--- config.mk ---
export PLATFORM = sky130hd
export DESIGN_NAME = pcpi_issue_ctrl
export DESIGN_NICKNAME = d
export VERILOG_FILES = /design/src/rtl/pcpi_issue_ctrl.sv
export SDC_FILE = /design/constraint.sdc
export NUM_CORES = 1
export LEC_CHECK = 0
export ABC_CLOCK_PERIOD_IN_PS = 1800
export BUFFER_PORTS_ARGS = -buffer_cell sky130_fd_sc_hd__buf_2
export CAP_MARGIN = 20
export CORE_AREA = 8 8 157 100
export CTS_CLUSTER_DIAMETER = 100
export DETAILED_ROUTE_END_ITERATION = 16
export DIE_AREA = 0 0 165 108
export MAX_ROUTING_LAYER = met4
export PLACE_DENSITY = 0.75
export RECOVER_POWER = 50
export SYNTH_ARGS = -nofsm -noshare
export SYNTH_HDL_FRONTEND = slang
export SYNTH_SLANG_ARGS = --single-unit
--- constraint.sdc ---
create_clock -name clk -period 1.8 [get_ports clk]
set_input_delay 0.36 -clock clk [delete_from_list [all_inputs] [get_ports clk]]
set_output_delay 0.36 -clock clk [all_outputs]
set_load 0.02 [all_outputs]
--- src/rtl/pcpi_issue_ctrl.sv ---
// PCPI initiator: turns RV32M commands into a pcpi_valid/insn/rs1/rs2 request and
// returns result, write flag, error and occupancy count on a valid/ready response port.
module pcpi_issue_ctrl #(
    parameter int unsigned CLAIM_TIMEOUT = 16,
    parameter int unsigned CNT_W         = 16
) (
    input  logic             clk,
    input  logic             reset,
    input  logic             cmd_valid,
    output logic             cmd_ready,
    input  logic [2:0]       cmd_funct3,
    input  logic [4:0]       cmd_rs1_idx,
    input  logic [4:0]       cmd_rs2_idx,
    input  logic [4:0]       cmd_rd_idx,
    input  logic [31:0]      cmd_rs1,
    input  logic [31:0]      cmd_rs2,
    output logic             pcpi_valid,
    output logic [31:0]      pcpi_insn,
    output logic [31:0]      pcpi_rs1,
    output logic [31:0]      pcpi_rs2,
    input  logic             pcpi_wr,
    input  logic [31:0]      pcpi_rd,
    input  logic             pcpi_wait,
    input  logic             pcpi_ready,
    output logic             rsp_valid,
    input  logic             rsp_ready,
    output logic [31:0]      rsp_data,
    output logic             rsp_wr,
    output logic             rsp_err,
    output logic [CNT_W-1:0] rsp_cycles
);

    localparam int unsigned CLAIM_W = $clog2(CLAIM_TIMEOUT + 1);

    typedef enum logic [1:0] {
        ST_IDLE  = 2'd0,
        ST_ISSUE = 2'd1,
        ST_RESP  = 2'd2
    } state_t;

    state_t             state_q, state_d;
    logic               cmd_ready_q, cmd_ready_d;
    logic               pcpi_valid_q, pcpi_valid_d;
    logic [31:0]        pcpi_insn_q, pcpi_insn_d;
    logic [31:0]        pcpi_rs1_q, pcpi_rs1_d;
    logic [31:0]        pcpi_rs2_q, pcpi_rs2_d;
    logic               rsp_valid_q, rsp_valid_d;
    logic [31:0]        rsp_data_q, rsp_data_d;
    logic               rsp_wr_q, rsp_wr_d;
    logic               rsp_err_q, rsp_err_d;
    logic [CNT_W-1:0]   rsp_cycles_q, rsp_cycles_d;
    logic [CLAIM_W-1:0] claim_cnt_q, claim_cnt_d;
    logic               claimed_q, claimed_d;
    logic               claimed_now;

    // Next-state and output logic
    always_comb begin
        state_d      = state_q;
        cmd_ready_d  = cmd_ready_q;
        pcpi_valid_d = pcpi_valid_q;
        pcpi_insn_d  = pcpi_insn_q;
        pcpi_rs1_d   = pcpi_rs1_q;
        pcpi_rs2_d   = pcpi_rs2_q;
        rsp_valid_d  = rsp_valid_q;
        rsp_data_d   = rsp_data_q;
        rsp_wr_d     = rsp_wr_q;
        rsp_err_d    = rsp_err_q;
        rsp_cycles_d = rsp_cycles_q;
        claim_cnt_d  = claim_cnt_q;
        claimed_d    = claimed_q;
        claimed_now  = claimed_q | pcpi_wait;

        unique case (state_q)
            ST_IDLE: begin
                cmd_ready_d = 1'b1;
                if (cmd_valid && cmd_ready_q) begin
                    state_d      = ST_ISSUE;
                    cmd_ready_d  = 1'b0;
                    pcpi_valid_d = 1'b1;
                    pcpi_insn_d  = {7'b0000001, cmd_rs2_idx, cmd_rs1_idx, cmd_funct3,
                                    cmd_rd_idx, 7'b0110011};
                    pcpi_rs1_d   = cmd_rs1;
                    pcpi_rs2_d   = cmd_rs2;
                    rsp_cycles_d = '0;
                    claim_cnt_d  = '0;
                    claimed_d    = 1'b0;
                end
            end
            ST_ISSUE: begin
                if (rsp_cycles_q != {CNT_W{1'b1}}) begin
                    rsp_cycles_d = rsp_cycles_q + CNT_W'(1);
                end
                claimed_d = claimed_now;
                if (!claimed_now) begin
                    claim_cnt_d = claim_cnt_q + CLAIM_W'(1);
                end
                // A result on the timeout edge still wins over the error
                if (pcpi_ready) begin
                    state_d      = ST_RESP;
                    pcpi_valid_d = 1'b0;
                    rsp_valid_d  = 1'b1;
                    rsp_data_d   = pcpi_rd;
                    rsp_wr_d     = pcpi_wr;
                    rsp_err_d    = 1'b0;
                end else if (!claimed_now &&
                             (32'(claim_cnt_q) + 32'd1 >= 32'(CLAIM_TIMEOUT))) begin
                    state_d      = ST_RESP;
                    pcpi_valid_d = 1'b0;
                    rsp_valid_d  = 1'b1;
                    rsp_data_d   = 32'd0;
                    rsp_wr_d     = 1'b0;
                    rsp_err_d    = 1'b1;
                end
            end
            ST_RESP: begin
                if (rsp_ready) begin
                    state_d     = ST_IDLE;
                    rsp_valid_d = 1'b0;
                    cmd_ready_d = 1'b1;
                end
            end
            default: begin
                state_d = ST_IDLE;
            end
        endcase
    end

    // State register
    always_ff @(posedge clk) begin
        if (reset) begin
            state_q      <= ST_IDLE;
            cmd_ready_q  <= 1'b0;
            pcpi_valid_q <= 1'b0;
            pcpi_insn_q  <= 32'd0;
            pcpi_rs1_q   <= 32'd0;
            pcpi_rs2_q   <= 32'd0;
            rsp_valid_q  <= 1'b0;
            rsp_data_q   <= 32'd0;
            rsp_wr_q     <= 1'b0;
            rsp_err_q    <= 1'b0;
            rsp_cycles_q <= '0;
            claim_cnt_q  <= '0;
            claimed_q    <= 1'b0;
        end else begin
            state_q      <= state_d;
            cmd_ready_q  <= cmd_ready_d;
            pcpi_valid_q <= pcpi_valid_d;
            pcpi_insn_q  <= pcpi_insn_d;
            pcpi_rs1_q   <= pcpi_rs1_d;
            pcpi_rs2_q   <= pcpi_rs2_d;
            rsp_valid_q  <= rsp_valid_d;
            rsp_data_q   <= rsp_data_d;
            rsp_wr_q     <= rsp_wr_d;
            rsp_err_q    <= rsp_err_d;
            rsp_cycles_q <= rsp_cycles_d;
            claim_cnt_q  <= claim_cnt_d;
            claimed_q    <= claimed_d;
        end
    end

    assign cmd_ready  = cmd_ready_q;
    assign pcpi_valid = pcpi_valid_q;
    assign pcpi_insn  = pcpi_insn_q;
    assign pcpi_rs1   = pcpi_rs1_q;
    assign pcpi_rs2   = pcpi_rs2_q;
    assign rsp_valid  = rsp_valid_q;
    assign rsp_data   = rsp_data_q;
    assign rsp_wr     = rsp_wr_q;
    assign rsp_err    = rsp_err_q;
    assign rsp_cycles = rsp_cycles_q;

endmodule

* Word level (Yosys, flattened, before mapping)
Cells that the tools add are included.
Storage, ports and cells: input port bits 121, memories kept 0, latch bits 0, word-level logic and storage cells 71, bits in read-only memories 0, register bits after elaboration 148, output and inout bits 149, memory bits (writable) 0
Operators by class: $lt $le $gt $ge 1, $mul 0, reduce and logical (&&, ||, !) cells 17, bitwise gates (word level) 1, equal/unequal tests 8, mux-type cells 28, divide/modulo/power cells 0, shift-type cells 0, add/subtract/negate cells 3
Operators by type and width (number):
- 32-bit 2-to-1 mux | 2
- 16-bit 2-to-1 mux | 2
- 16-bit one-hot mux with 2 select lines | 1
- 16-bit by 1-bit adder with 16-bit output (second input constant) | 1
- 16-bit != test (second input constant) | 1
- 3-bit AND reduction | 5
- 1-bit 2-to-1 mux | 11
- 5-bit 2-to-1 mux | 2
- 5-bit one-hot mux with 2 select lines | 1
- 2-bit 2-to-1 mux | 4
- 2-bit != test (second input constant) | 4
- 1-bit one-hot mux with 2 select lines | 4
- 2-bit AND reduction | 4
- 2-bit nonzero test | 4
- 5-bit by 1-bit adder with 6-bit output (second input constant) | 1
- 6-bit by 5-bit greater-or-equal comparator with 1-bit output (second input constant) | 1
- 2-bit one-hot mux with 3 select lines | 1
- 5-bit by 1-bit adder with 5-bit output (second input constant) | 1
- 3-bit != test (second input constant) | 1
- 2-bit by 1-bit == test with 1-bit output (second input constant) | 1
- 2-bit == test (second input constant) | 1
- 1-bit logical AND | 2
- 2-bit logical NOT | 1
- 1-bit logical NOT | 1
- 1-bit bitwise OR | 1

* Depth between registers and ports, before layout
Gate-level depths: netlist of run 1.
word-level depth 6, mapped depth 7, depth with buffers taken out 5

* Least setup slack after synthesis of run 1
No wires, ideal clock.
path kind reg-to-reg, start point reg claim_cnt_q[0], end point reg rsp_data_q[10], in the netlist rsp_data[10], stages on the path, launching flop included 7, setup time 59 ps, data arrival time 1678 ps, path slack 63 ps, buffers on the path 1, cells stage by stage dfxtp_1 > ha_1 > and3_1 > or3_1 > a31oi_4 > buf_4 > a22o_1
Between the ends: longest elaborated chain between the ends 5
Ends and longest elaborated chain:
- start: declaration | line 52 | logic [CLAIM_W-1:0] claim_cnt_q, claim_cnt_d;
- start signal: assignment | line 156 | claim_cnt_q <= claim_cnt_d;
- 5-bit by 1-bit adder with 6-bit output | line 106 | (32'(claim_cnt_q) + 32'd1 >= 32'(CLAIM_TIMEOUT))) begin
- 6-bit by 5-bit greater-or-equal comparator with 1-bit output | line 106
- 1-bit logical AND | line 105 | end else if (!claimed_now &&
- 2-bit nonzero test (no line)
- 2-bit AND reduction (no line)
- end signal: assignment | line 152 | rsp_data_q <= rsp_data_d;
- end: declaration | line 48 | logic [31:0] rsp_data_q, rsp_data_d;
No other way between the ends. A chain may end at the register's enable or synchronous reset.

* Worst setup path in the final report of run 1
start point reg claim_cnt_q[0], end point reg rsp_data_q[16], in the netlist rsp_data[16]
Same word-level chain as after synthesis.

==> results.txt, run 1 <==
----------------------------------------------------
[Run status]
  Run status ... completed

[Critical path]
  Critical Path End Type ... flop
  Critical path launch point type ... flop
  Worst Path Arrival ... 2.06 ns
  Crit path max fanout ... 8
  Start-to-end type of the worst setup path ... reg2reg
  Data required time at the worst endpoint ... 2.14 ns

[Floorplanning]
  Die Y ... 108 um
  Chip Width ... 165 um
  Floorplan row count ... 33
  Effective utilization at floorplan ... 40.2%
  Placeable core area ... 13300 um^2
  Number of primary I/O pins ... 270
  DIE AREA ... 17800 um^2

[Route]
  Number of nets still failing antenna checks after routing ... 0
  Routed WL per cell ... 15.7 um
  Number of design rule violations left after detail routing ... 0
  Number of DRC markers after the initial detailed-route iteration ... 335
  Number of iterations in the first detailed-routing pass ... 4
  Detail-routed via count per cell ... 4.92
  Vias post-DR ... 5255
  Total routed wirelength ... 16800 um

[Timing]
  Post-route minimum period ... 1.72 ns
  Post-route clock period utilization ... 95.5%
  Maximum achievable frequency ... 0.582 GHz
  Count of final setup violators ... 0
  Hold Fails Final Rpt ... 0
  Setup clock skew after layout ... 0.0122 ns
  Sum Neg Setup Slack ... 0 ns
  Final Slew Violations ... 0
  Headroom to the max-slew limit ... 63.4%
  Transition time at the pin with the least slew margin ... 0.545 ns
  RSZ-0062 raised after global routing ... no

[GRT]
  Vias in the first global route ... 4929
  Total GRT Usage ... 18.1%
  Residual overflow from global routing ... 0
  Largest net degree at the start of global routing ... 68
  Initial antenna violation count ... 1
  Wire length of the first global-routing pass ... 25100 um

[Synthesis]
  Area share of fa/ha/maj cells after synthesis ... 0.466%
  Xor-xnor portion of the synthesized cell area ... 0.163%
  Post-synthesis instance area ... 5370 um^2
  Share of synthesized cell area in and, or, nand and nor gates ... 20.4%
  Number of enable flip-flop cells after synthesis ... 0
  Top FF cell, synth ... dfxtp_1
  Number of standard cells after synthesis ... 617
  Largest family of logic cells by synthesized area ... simple AND/OR/NAND/NOR gates
  Synth Area in Compound Gates ... 18.4%
  Synth cell types ... 47
  Post-Synthesis Mean Instance Area ... 8.70 um^2
  Async set-or-reset flop fraction in the synthesized netlist ... 0%
  Share of the yosys chip area belonging to registers ... 53.7%
  Post-synthesis register bit count ... 144
  Synth Warn # ... 0
  Mux contribution to synthesized area ... 0.956%

[CTS]
  Number of buffers on the longest clock path ... 2
  Post-CTS setup buffer count ... 0
  Clock latency on the worst-skew pair ... 0.40 ns
  Clock buffer count from CTS ... 17
  TritonCTS sink count ... 144
  Clock root cell ... clkbuf_16
  Deepest level of the CTS H-tree ... 4
  CTS tree ... yes
  Clock transition at the registers of the reported paths ... 0.07 ns

[Placement]
  HPWL after detailed placement ... 12400 um
  Routability cong. ... 0.922
  Number of buffer cells added on primary ports ... 260

[Min path]
  Classification of the worst-slack hold path ... in2reg

[Pwr]
  Power per standard cell area ... 1020 nW/um^2
  Leak ... 2.93 nW
  Peak supply drop ... 0.000494 V
  Total power ... 7.51 mW

[Finish]
  Share of final-layout standard cells stronger than drive strength 1 ... 22.2%
  Final #Nets ... 1002
  Area growth, synth to finish ... 37.4%

[Job]
  Max-cap viol count ... 0

----------------------------------------------------
[cell usage in the layout, fill, tap and decap left out, types with 3 or more instances in the layout]
cell type   instances
nand3_1             9
or3_1               7
nor2_1             16
nand4_1             5
inv_6               5
dfxtp_2             3
clkbuf_16          19
dfxtp_1           141
mux2i_1             4
a22o_1             34
buf_12              5
o21ai_0             7
buf_4              20
or4_1               3
nor3_1              4
nand2_1           177
nand3b_1            4
clkbuf_1          137
clkinv_4            4
conb_1              9
a21oi_1            99
buf_2             126
and3_1              6
o31ai_1             3
clkinvlp_4          3
inv_1               4
[where the power goes]
part / switching (mW) / internal (mW) / total [mW]
Combinational: 0.556 / 0.319 / 0.875
Sequential: 0.0751 / 3.32 / 3.39
Clock: 1.41 / 1.83 / 3.24
Total: 2.04 / 5.47 / 7.51
[layout make-up]
class | instances | area, um^2
Fill cell | 1322 | 5970
Sequential cell | 144 | 2890
Multi-Input combinational cell | 422 | 2250
Timing Repair Buffer | 290 | 1450
Clock buffer | 20 | 447
Tap cell | 175 | 219
Clock inverter | 12 | 101
Inverter | 4 | 15.0
Antenna cell | 1 | 2.50
[metrics by stage]
step / instances / hold WS (ns) / setup WS [ns] / util, % / instance area (um^2)
detailed placement: 1032 / 0.443 / 0.0719 / 51.8 / 6910
finish: 1068 / 0.170 / 0.0815 / 55.3 / 7370
CTS: 1064 / 0.149 / 0.0508 / 56.0 / 7460
floorplan: 625 / 0.471 / 0.0633 / - / 5400
global placement: 1032 / 0.439 / 0.115 / 51.8 / 6910
global route: 1068 / 0.146 / 0.00418 / 55.3 / 7370
[worst paths after layout]
path / depth (start not counted) / start / endpoint / slack (ns)
setup / recovery: 6 / claim_cnt_q[0]$_SDFFE_PP0P_ / rsp_data[16]$_SDFFE_PP0P_ / 0.08
hold / removal: 2 / pcpi_rd[10] / rsp_data[10]$_SDFFE_PP0P_ / 0.17
setup reg to reg: 6 / claim_cnt_q[0]$_SDFFE_PP0P_ / rsp_data[16]$_SDFFE_PP0P_ / 0.08
hold reg to reg: 2 / pcpi_rs2[2]$_SDFFE_PP0P_ / pcpi_rs2[2]$_SDFFE_PP0P_ / 0.45
[what timing repair did]
item | 4_1_cts | 5_1_grt
resized for setup | 0 | 6
hold buffers | 0 | 0
endpoints found under the setup margin | 0 | 22
[kinds of logic after synthesis]
kind of cell	after synthesis
AOI/OAI and AO/OA	158
xor gates and xnor gates	1
adders and majority gates	2
buffers and inverters	59
DFF	144
muxes	5
other	1
and+or+nand+nor	247
[worst max-delay path, cell delays in order (launching register included)]
cell and delay (ns):
dfxtp_2 0.33, ha_4 0.16, and3_1 0.19, or3_4 0.34, a31oi_4 0.29, clkbuf_16 0.22, a22o_1 0.12
[per-layer routing]
layer	track usage [%]	vias up	wire, um
met2	27.8	210	7620
met1	22.4	2404	7340
li1	-	2632	-
met5	-	-	0
met4	4.42	0	72
met3	6.49	9	1760
[state kept, by name, summed over array words and instances, names as in the netlist]
register and flops:
pcpi_rs1 32, claim_cnt_q 5, pcpi_valid 1, claimed_q 1
rsp_wr 1, rsp_valid 1, pcpi_insn 19, rsp_data 32
rsp_cycles 16, rsp_err 1, state_q 2, pcpi_rs2 32
cmd_ready 1
[Yosys cell counts (3+ instances only)]
library cell  instances  share of area, %
a21oi_1              99               9.2
or4_1                 3              0.42
a22o_1               34               5.6
or3_1                 8              0.93
nand4_1               5              0.58
mux2i_1               4              0.75
nor2_1               16               1.1
clkbuf_1             20               1.4
dfxtp_1             144                54
buf_4                17               2.4
inv_1                 4              0.28
nand2_1             177                12
o31ai_1               3              0.42
nor3_1                4              0.37
and3_1                6              0.70
nand3b_1              4              0.56
nand3_1              10              0.93
buf_2                15               1.4
o21ai_0               7              0.65
(Power assumes the default switching activity.)
==> run 2, diff against run 1 <==
==> config.mk (replaced) <==
export PLATFORM = sky130hd
export DESIGN_NAME = pcpi_issue_ctrl
export DESIGN_NICKNAME = d
export VERILOG_FILES = /design/src/rtl/pcpi_issue_ctrl.sv
export SDC_FILE = /design/constraint.sdc
export NUM_CORES = 1
export LEC_CHECK = 0
export ABC_CLOCK_PERIOD_IN_PS = 1900
export BUFFER_PORTS_ARGS = -buffer_cell sky130_fd_sc_hd__buf_2
export CAP_MARGIN = 20
export CORE_AREA = 8 8 150 96
export CTS_CLUSTER_DIAMETER = 100
export DETAILED_ROUTE_END_ITERATION = 16
export DIE_AREA = 0 0 158 104
export MAX_ROUTING_LAYER = met4
export PLACE_DENSITY = 0.78
export RECOVER_POWER = 50
export SYNTH_ARGS = -nofsm -noshare
export SYNTH_HDL_FRONTEND = slang
export SYNTH_SLANG_ARGS = --single-unit
==> constraint.sdc (replaced) <==
create_clock -name clk -period 1.9 [get_ports clk]
set_input_delay 0.38 -clock clk [delete_from_list [all_inputs] [get_ports clk]]
set_output_delay 0.38 -clock clk [all_outputs]
set_load 0.02 [all_outputs]
==> results.txt, run 2 (synthesis gave the netlist of run 1 again) <==
----------------------------------------------------
[Placement]
  Number of buffer cells added on primary ports ... 260 (unchanged)
  Post-place setup slack ... 0.137 ns (+0.0650 ns)
  HPWL after detailed placement ... 12700 um (+2.9%)
  Routability cong. ... 0.902 (-2.2%)

[CTS]
  Deepest level of the CTS H-tree ... 4 (unchanged)
  Clock latency on the worst-skew pair ... 0.40 ns (about the same)
  Clock transition at the registers of the reported paths ... 0.06 ns (about the same)
  Clock buffer count from CTS ... 17 (unchanged)
  Post-CTS Resized ... 0 (unchanged)
  Hold_buf cts ... 0 (unchanged)
  Clock root cell ... clkbuf_16
  Number of buffers on the longest clock path ... 2 (unchanged)
  TritonCTS sink count ... 144 (unchanged)
  CTS tree ... yes
  Post-CTS setup buffer count ... 0 (unchanged)

[Timing]
  Maximum achievable frequency ... 0.558 GHz (-4.1%)
  Post-route minimum period ... 1.79 ns (+0.0737 ns)
  Headroom to the max-slew limit ... 59.6% (-3.8 points)
  Post-route clock period utilization ... 94.3% (-1.1 points)
  RSZ-0062 raised after global routing ... no
  Transition time at the pin with the least slew margin ... 0.603 ns (+0.0586 ns)
  Hold Fails Final Rpt ... 0 (unchanged)
  Post-route setup slack ... 0.108 ns (+0.0263 ns)
  Final Slew Violations ... 0 (unchanged)
  Count of final setup violators ... 0 (unchanged)
  Sum Neg Setup Slack ... 0 ns (unchanged)
  Setup clock skew after layout ... 0.00855 ns (-0.00368 ns)

[Pwr]
  Clock network power share ... 45.7% (+2.6 points)
  Power per standard cell area ... 1020 nW/um^2 (-0.23%)
  Total net switching power ... 1.86 mW (-8.8%)
  Combinational power share ... 10.8% (-0.9 points)
  Leak ... 2.86 nW (-2.3%)
  P_int ... 5.53 mW (+1.1%)
  Switching share of power ... 25.2% (-2.0 points)
  Total power ... 7.39 mW (-1.6%)
  Part of the power in registers ... 43.6% (-1.6 points)
  Peak supply drop ... 0.000559 V (+13%)

[GRT]
  Residual overflow from global routing ... 0 (unchanged)
  Initial antenna violation count ... 4 (+3)
  Wire length of the first global-routing pass ... 25700 um (+2.3%)
  Vias in the first global route ... 4805 (-2.5%)
  Largest net degree at the start of global routing ... 56 (-18%)
  Total GRT Usage ... 20.1% (+2.0 points)

[Floorplanning]
  Placeable core area ... 12300 um^2 (-7.5%)
  DIE AREA ... 16400 um^2 (-7.8%)
  Chip Width ... 158 um (-4.2%)
  Die Y ... 104 um (-3.7%)
  Number of primary I/O pins ... 270 (unchanged)
  Effective utilization at floorplan ... 43.5% (+3.3 points)
  Floorplan row count ... 32 (-3.0%)

[Finish]
  Share of final-layout standard cells stronger than drive strength 1 ... 20.1% (-2.1 points)
  Filler Cells Inserted ... 1196 (-9.5%)
  Most common cell after layout, fill and taps aside ... nand2_1
  Area growth, synth to finish ... 35.5%
  Most frequent cells in the layout ... nand2_1 (177), dfxtp_1 (144), clkbuf_1 (141)
  Final #Nets ... 991 (-1.1%)

[Min path]
  Hold Path Cell Cnt ... 2 (unchanged)
  Classification of the worst-slack hold path ... in2reg
  Hold-critical path endpoint ... rsp_data[21]$_SDFFE_PP0P_
  Startpoint of the worst hold path ... pcpi_rd[21]

[Critical path]
  Critical register-to-register path endpoint ... rsp_data[20]$_SDFFE_PP0P_
  Max stage delay cell, worst path ... dfxtp_1
  Critical Path End Type ... flop
  Worst Path Arrival ... 2.13 ns (+0.07 ns)
  Critical path launch point type ... flop
  Maximum cell stage delay along the critical path ... 0.35 ns (about the same)
  Cell depth of the worst flop-to-flop path ... 6 (unchanged)
  Cell Chain, Critical Path ... ha_1 -> and3_1 -> or3_1 -> a31oi_4 -> buf_12 -> a22o_1
  Worst R2R Setup Slack ... 0.11 ns (+0.03 ns)
  Crit path max fanout ... 34 (+26)
  Data required time at the worst endpoint ... 2.24 ns (+0.10 ns)
  Reg2reg start ... claim_cnt_q[0]$_SDFFE_PP0P_
  Start-to-end type of the worst setup path ... reg2reg

[Route]
  Number of iterations in the first detailed-routing pass ... 5 (+1)
  Detail-routed via count per cell ... 4.92 (about the same)
  Number of nets still failing antenna checks after routing ... 0 (unchanged)
  Total routed wirelength ... 16900 um (+0.91%)
  Number of DRC markers after the initial detailed-route iteration ... 393 (+17%)
  Vias post-DR ... 5183 (-1.4%)
  Number of design rule violations left after detail routing ... 0 (unchanged)
  Routed WL per cell ... 16.1 um (+2.2%)

[Job]
  Max-cap viol count ... 0 (unchanged)

[Run status]
  Run status ... completed

----------------------------------------------------
==> run 2: changes by cell type in the layout (fill, tap and decap cells not counted), sizes merged <==
cell    change
buf        -14
bufinv      +3
diode       +3
clkbuf      +2
clkinv      -2
inv         -1
==> run 2: final cells by class <==
type | instances | area (um^2) | area share [%]
flip-flops and latches | 144 | 2880 | 39.6
multi-input cells | 422 | 2230 | 30.6
repair buffers | 279 | 1320 | 18.2
clock buffers | 19 | 443 | 6.09
well taps | 170 | 213 | 2.93
clock inverters | 12 | 158 | 2.17
inverters | 4 | 15.0 | 0.207
diodes | 4 | 10.0 | 0.138
==> run 2: how the worst max path moves through the flow <==
stage,startpoint,to,slack [ns]
floorplan,claim_cnt_q[0]$_SDFFE_PP0P_,rsp_data[10]$_SDFFE_PP0P_,0.16
global placement,claim_cnt_q[0]$_SDFFE_PP0P_,rsp_data[12]$_SDFFE_PP0P_,0.17
detailed placement,claim_cnt_q[0]$_SDFFE_PP0P_,rsp_data[23]$_SDFFE_PP0P_,0.14
CTS,claim_cnt_q[0]$_SDFFE_PP0P_,rsp_data[8]$_SDFFE_PP0P_,0.12
global route,state_q[0]$_SDFFE_PP0P_,rsp_cycles[15]$_SDFFE_PP0P_,0.02
finish,claim_cnt_q[0]$_SDFFE_PP0P_,rsp_data[20]$_SDFFE_PP0P_,0.11
==> run 2: per-layer routing <==
| metal | up-vias | track usage (%) | wire [um] |
|---|---|---|---|
| met5 | - | - | 0 |
| met4 | 0 | 4.83 | 104 |
| met3 | 10 | 8.88 | 2000 |
| met2 | 233 | 29.9 | 7600 |
| met1 | 2333 | 24.5 | 7240 |
| li1 | 2607 | - | - |
==> run 2: worst max-delay path, delay by kind of cell (launching register included) <==
kind	cells	cell delay, ns
buf+inv	1	0.21
fa+ha+maj	1	0.26
flops	1	0.35
compound gates	2	0.36
simple gates	2	0.55
==> run 2: through the flow <==
| step | area [um^2] | utilization, % | cells | hold WS (ns) |
|---|---|---|---|---|
| 4_1_cts | 7450 | 60.4 | 1050 | 0.174 |
| 3_5_place_dp | 6850 | 55.5 | 1019 | 0.443 |
| 6_report | 7270 | 59.0 | 1054 | 0.198 |
| 2_1_floorplan | 5400 | - | 625 | 0.479 |
| 5_1_grt | 7270 | 59.0 | 1054 | 0.170 |
| 3_3_place_gp | 6850 | 55.5 | 1019 | 0.439 |
==> run 2: power by group through the flow <==
stage                     clock network (mW)  logic [mW]  registers (mW)
after detailed placement                   0       0.843            3.28
after CTS                               3.46       0.845            3.21
after floorplan                            0       0.351            3.42
final                                   3.37       0.796            3.22
after global routing                    3.58       0.872            3.23
after global placement                     0       0.836            3.27
==> run 3, diff against run 2 <==
--- a/config.mk
+++ b/config.mk
@@ -9,6 +9,7 @@
 export BUFFER_PORTS_ARGS = -buffer_cell sky130_fd_sc_hd__buf_2
 export CAP_MARGIN = 20
 export CORE_AREA = 8 8 150 96
+export CTS_BUF_LIST = sky130_fd_sc_hd__clkbuf_16
 export CTS_CLUSTER_DIAMETER = 100
 export DETAILED_ROUTE_END_ITERATION = 16
 export DIE_AREA = 0 0 158 104
==> results.txt, run 3 (synthesis gave the netlist of run 1 again) <==
----------------------------------------------------
[Route]
  Number of nets still failing antenna checks after routing ... 0 (unchanged)
  Number of iterations in the first detailed-routing pass ... 5 (unchanged)
  Routed WL per cell ... 16.1 um (about the same)
  Number of design rule violations left after detail routing ... 0 (unchanged)
  Number of DRC markers after the initial detailed-route iteration ... 390 (-0.76%)
  Met1 routed wirelength after detailed routing ... 7200 um (-0.52%)
  Total routed wirelength ... 16900 um (about the same)
  Vias post-DR ... 5185 (+0.039%)
  Wire length on met3 ... 2030 um (+1.5%)
  Total met2 wirelength after detailed routing ... 7600 um (unchanged)
  Detail-routed via count per cell ... 4.92 (about the same)
  Max Used Layer ... met4

[Critical path]
  Crit path max fanout ... 34 (unchanged)
  Start-to-end type of the worst setup path ... reg2reg
  Data required time at the worst endpoint ... 2.24 ns (about the same)
  Critical Path End Type ... flop
  Critical path launch point type ... flop
  Worst Path Arrival ... 2.13 ns (about the same)

[Pwr]
  Clock network power share ... 45.3% (-0.4 points)
  Switching share of power ... 25.2% (+0.092 points)
  P_int ... 5.48 mW (-0.83%)
  Part of the power in registers ... 43.9% (+0.3 points)
  Peak supply drop ... 0.000558 V (about the same)
  Power per standard cell area ... 1010 nW/um^2 (-0.57%)
  Total net switching power ... 1.85 mW (-0.35%)
  Leak ... 2.86 nW (about the same)
  Combinational power share ... 10.8% (about the same)

[Placement]
  HPWL after detailed placement ... 12700 um (unchanged)
  Post-place setup slack ... 0.137 ns (unchanged)
  Cell area reported after detailed placement ... 6850 um^2 (unchanged)
  Routability cong. ... 0.902 (unchanged)
  Number of buffer cells added on primary ports ... 260 (unchanged)

[CTS]
  TritonCTS sink count ... 144 (unchanged)
  Hold_buf cts ... 0 (unchanged)
  CTS tree ... yes
  Clock buffer count from CTS ... 17 (unchanged)
  Number of buffers on the longest clock path ... 2 (unchanged)
  Post-CTS setup buffer count ... 0 (unchanged)
  Clock root cell ... clkbuf_16
  Post-CTS Resized ... 0 (unchanged)
  Deepest level of the CTS H-tree ... 4 (unchanged)
  Clock latency on the worst-skew pair ... 0.40 ns (about the same)
  Clock transition at the registers of the reported paths ... 0.06 ns (about the same)

[GRT]
  Wire length of the first global-routing pass ... 25700 um (about the same)
  Vias in the first global route ... 4804 (-0.021%)
  Initial antenna violation count ... 4 (unchanged)
  Largest net degree at the start of global routing ... 56 (unchanged)
  Residual overflow from global routing ... 0 (unchanged)
  Total GRT Usage ... 20.1% (about the same)

[Min path]
  Classification of the worst-slack hold path ... in2reg

[Timing]
  Maximum achievable frequency ... 0.560 GHz (+0.37%)
  Post-route setup slack ... 0.114 ns (+0.00664 ns)
  RSZ-0062 raised after global routing ... no
  Setup clock skew after layout ... 0.00893 ns (+0.000386 ns)
  Final Slew Violations ... 0 (unchanged)
  Post-route minimum period ... 1.79 ns (-0.00664 ns)
  Transition time at the pin with the least slew margin ... 0.580 ns (-0.0232 ns)
  Sum Neg Setup Slack ... 0 ns (unchanged)
  Count of final setup violators ... 0 (unchanged)
  Post-route clock period utilization ... 94.0% (-0.35 points)
  Hold Fails Final Rpt ... 0 (unchanged)
  Headroom to the max-slew limit ... 61.2% (+1.6 points)

[Floorplanning]
  DIE AREA ... 16400 um^2 (unchanged)
  Placeable core area ... 12300 um^2 (unchanged)
  Floorplan row count ... 32 (unchanged)
  Chip Width ... 158 um (unchanged)
  Number of primary I/O pins ... 270 (unchanged)
  Die Y ... 104 um (unchanged)
  Effective utilization at floorplan ... 43.5% (unchanged)

[Finish]
  Finished layout cell area ... 7260 um^2 (-0.14%)
  Most frequent cells in the layout ... nand2_1 (177), dfxtp_1 (144), clkbuf_1 (140)
  Share of final-layout standard cells stronger than drive strength 1 ... 20.0% (-0.11 points)
  Filler Cells Inserted ... 1200 (+0.33%)
  Area growth, synth to finish ... 35.3%
  Final #Nets ... 991 (unchanged)
  Most common cell after layout, fill and taps aside ... nand2_1

[Run status]
  Run status ... completed

[Job]
  Max-cap viol count ... 0 (unchanged)

----------------------------------------------------
==> run 3: metrics by stage <==
step | std cells | hold WS [ns] | total power, mW | utilization (%)
6_report | 1054 | 0.198 | 7.33 | 58.9
3_5_place_dp | 1019 | 0.443 | 4.12 | 55.5
4_1_cts | 1050 | 0.174 | 7.47 | 60.3
3_3_place_gp | 1019 | 0.439 | 4.11 | 55.5
5_1_grt | 1054 | 0.170 | 7.64 | 58.9
2_1_floorplan | 625 | 0.479 | 3.77 | -
==> run 3: worst paths after layout <==
check	start	end	slack (ns)	depth (start not counted)
max	claim_cnt_q[0]$_SDFFE_PP0P_	rsp_data[20]$_SDFFE_PP0P_	0.11	6
min	pcpi_rd[15]	rsp_data[15]$_SDFFE_PP0P_	0.20	2
max reg2reg	claim_cnt_q[0]$_SDFFE_PP0P_	rsp_data[20]$_SDFFE_PP0P_	0.11	6
min reg2reg	pcpi_rs1[24]$_SDFFE_PP0P_	pcpi_rs1[24]$_SDFFE_PP0P_	0.45	2
==> run 3: worst max-delay path: stages (launching register included) <==
cell     delay (ns)
dfxtp_1        0.35
ha_1           0.25
and3_1         0.20
or3_1          0.35
a31oi_4        0.21
buf_12         0.21
a22o_1         0.15
==> run 3: final cells by class <==
| class | count | area (um^2) | area share, % |
|---|---|---|---|
| antenna | 4 | 10.0 | 0.138 |
| inverter | 4 | 15.0 | 0.207 |
| clock buffer | 17 | 425 | 5.86 |
| sequential | 144 | 2880 | 39.7 |
| timing repair buffer | 279 | 1320 | 18.2 |
| multi-input combinational | 422 | 2230 | 30.7 |
| clock inverter | 14 | 165 | 2.27 |
| tap | 170 | 213 | 2.93 |
==> run 3: per-layer routing <==
metal	track usage (%)	vias up
li1	-	2608
met1	24.5	2336
met2	29.9	229
met3	8.88	12
met4	4.83	0
met5	-	-
==> run 3: power groups by stage <==
stage	clock network [mW]	logic, mW	registers [mW]
floorplan	0	0.351	3.42
global placement	0	0.836	3.27
detailed placement	0	0.843	3.28
CTS	3.41	0.845	3.21
global route	3.54	0.872	3.23
finish	3.32	0.796	3.22
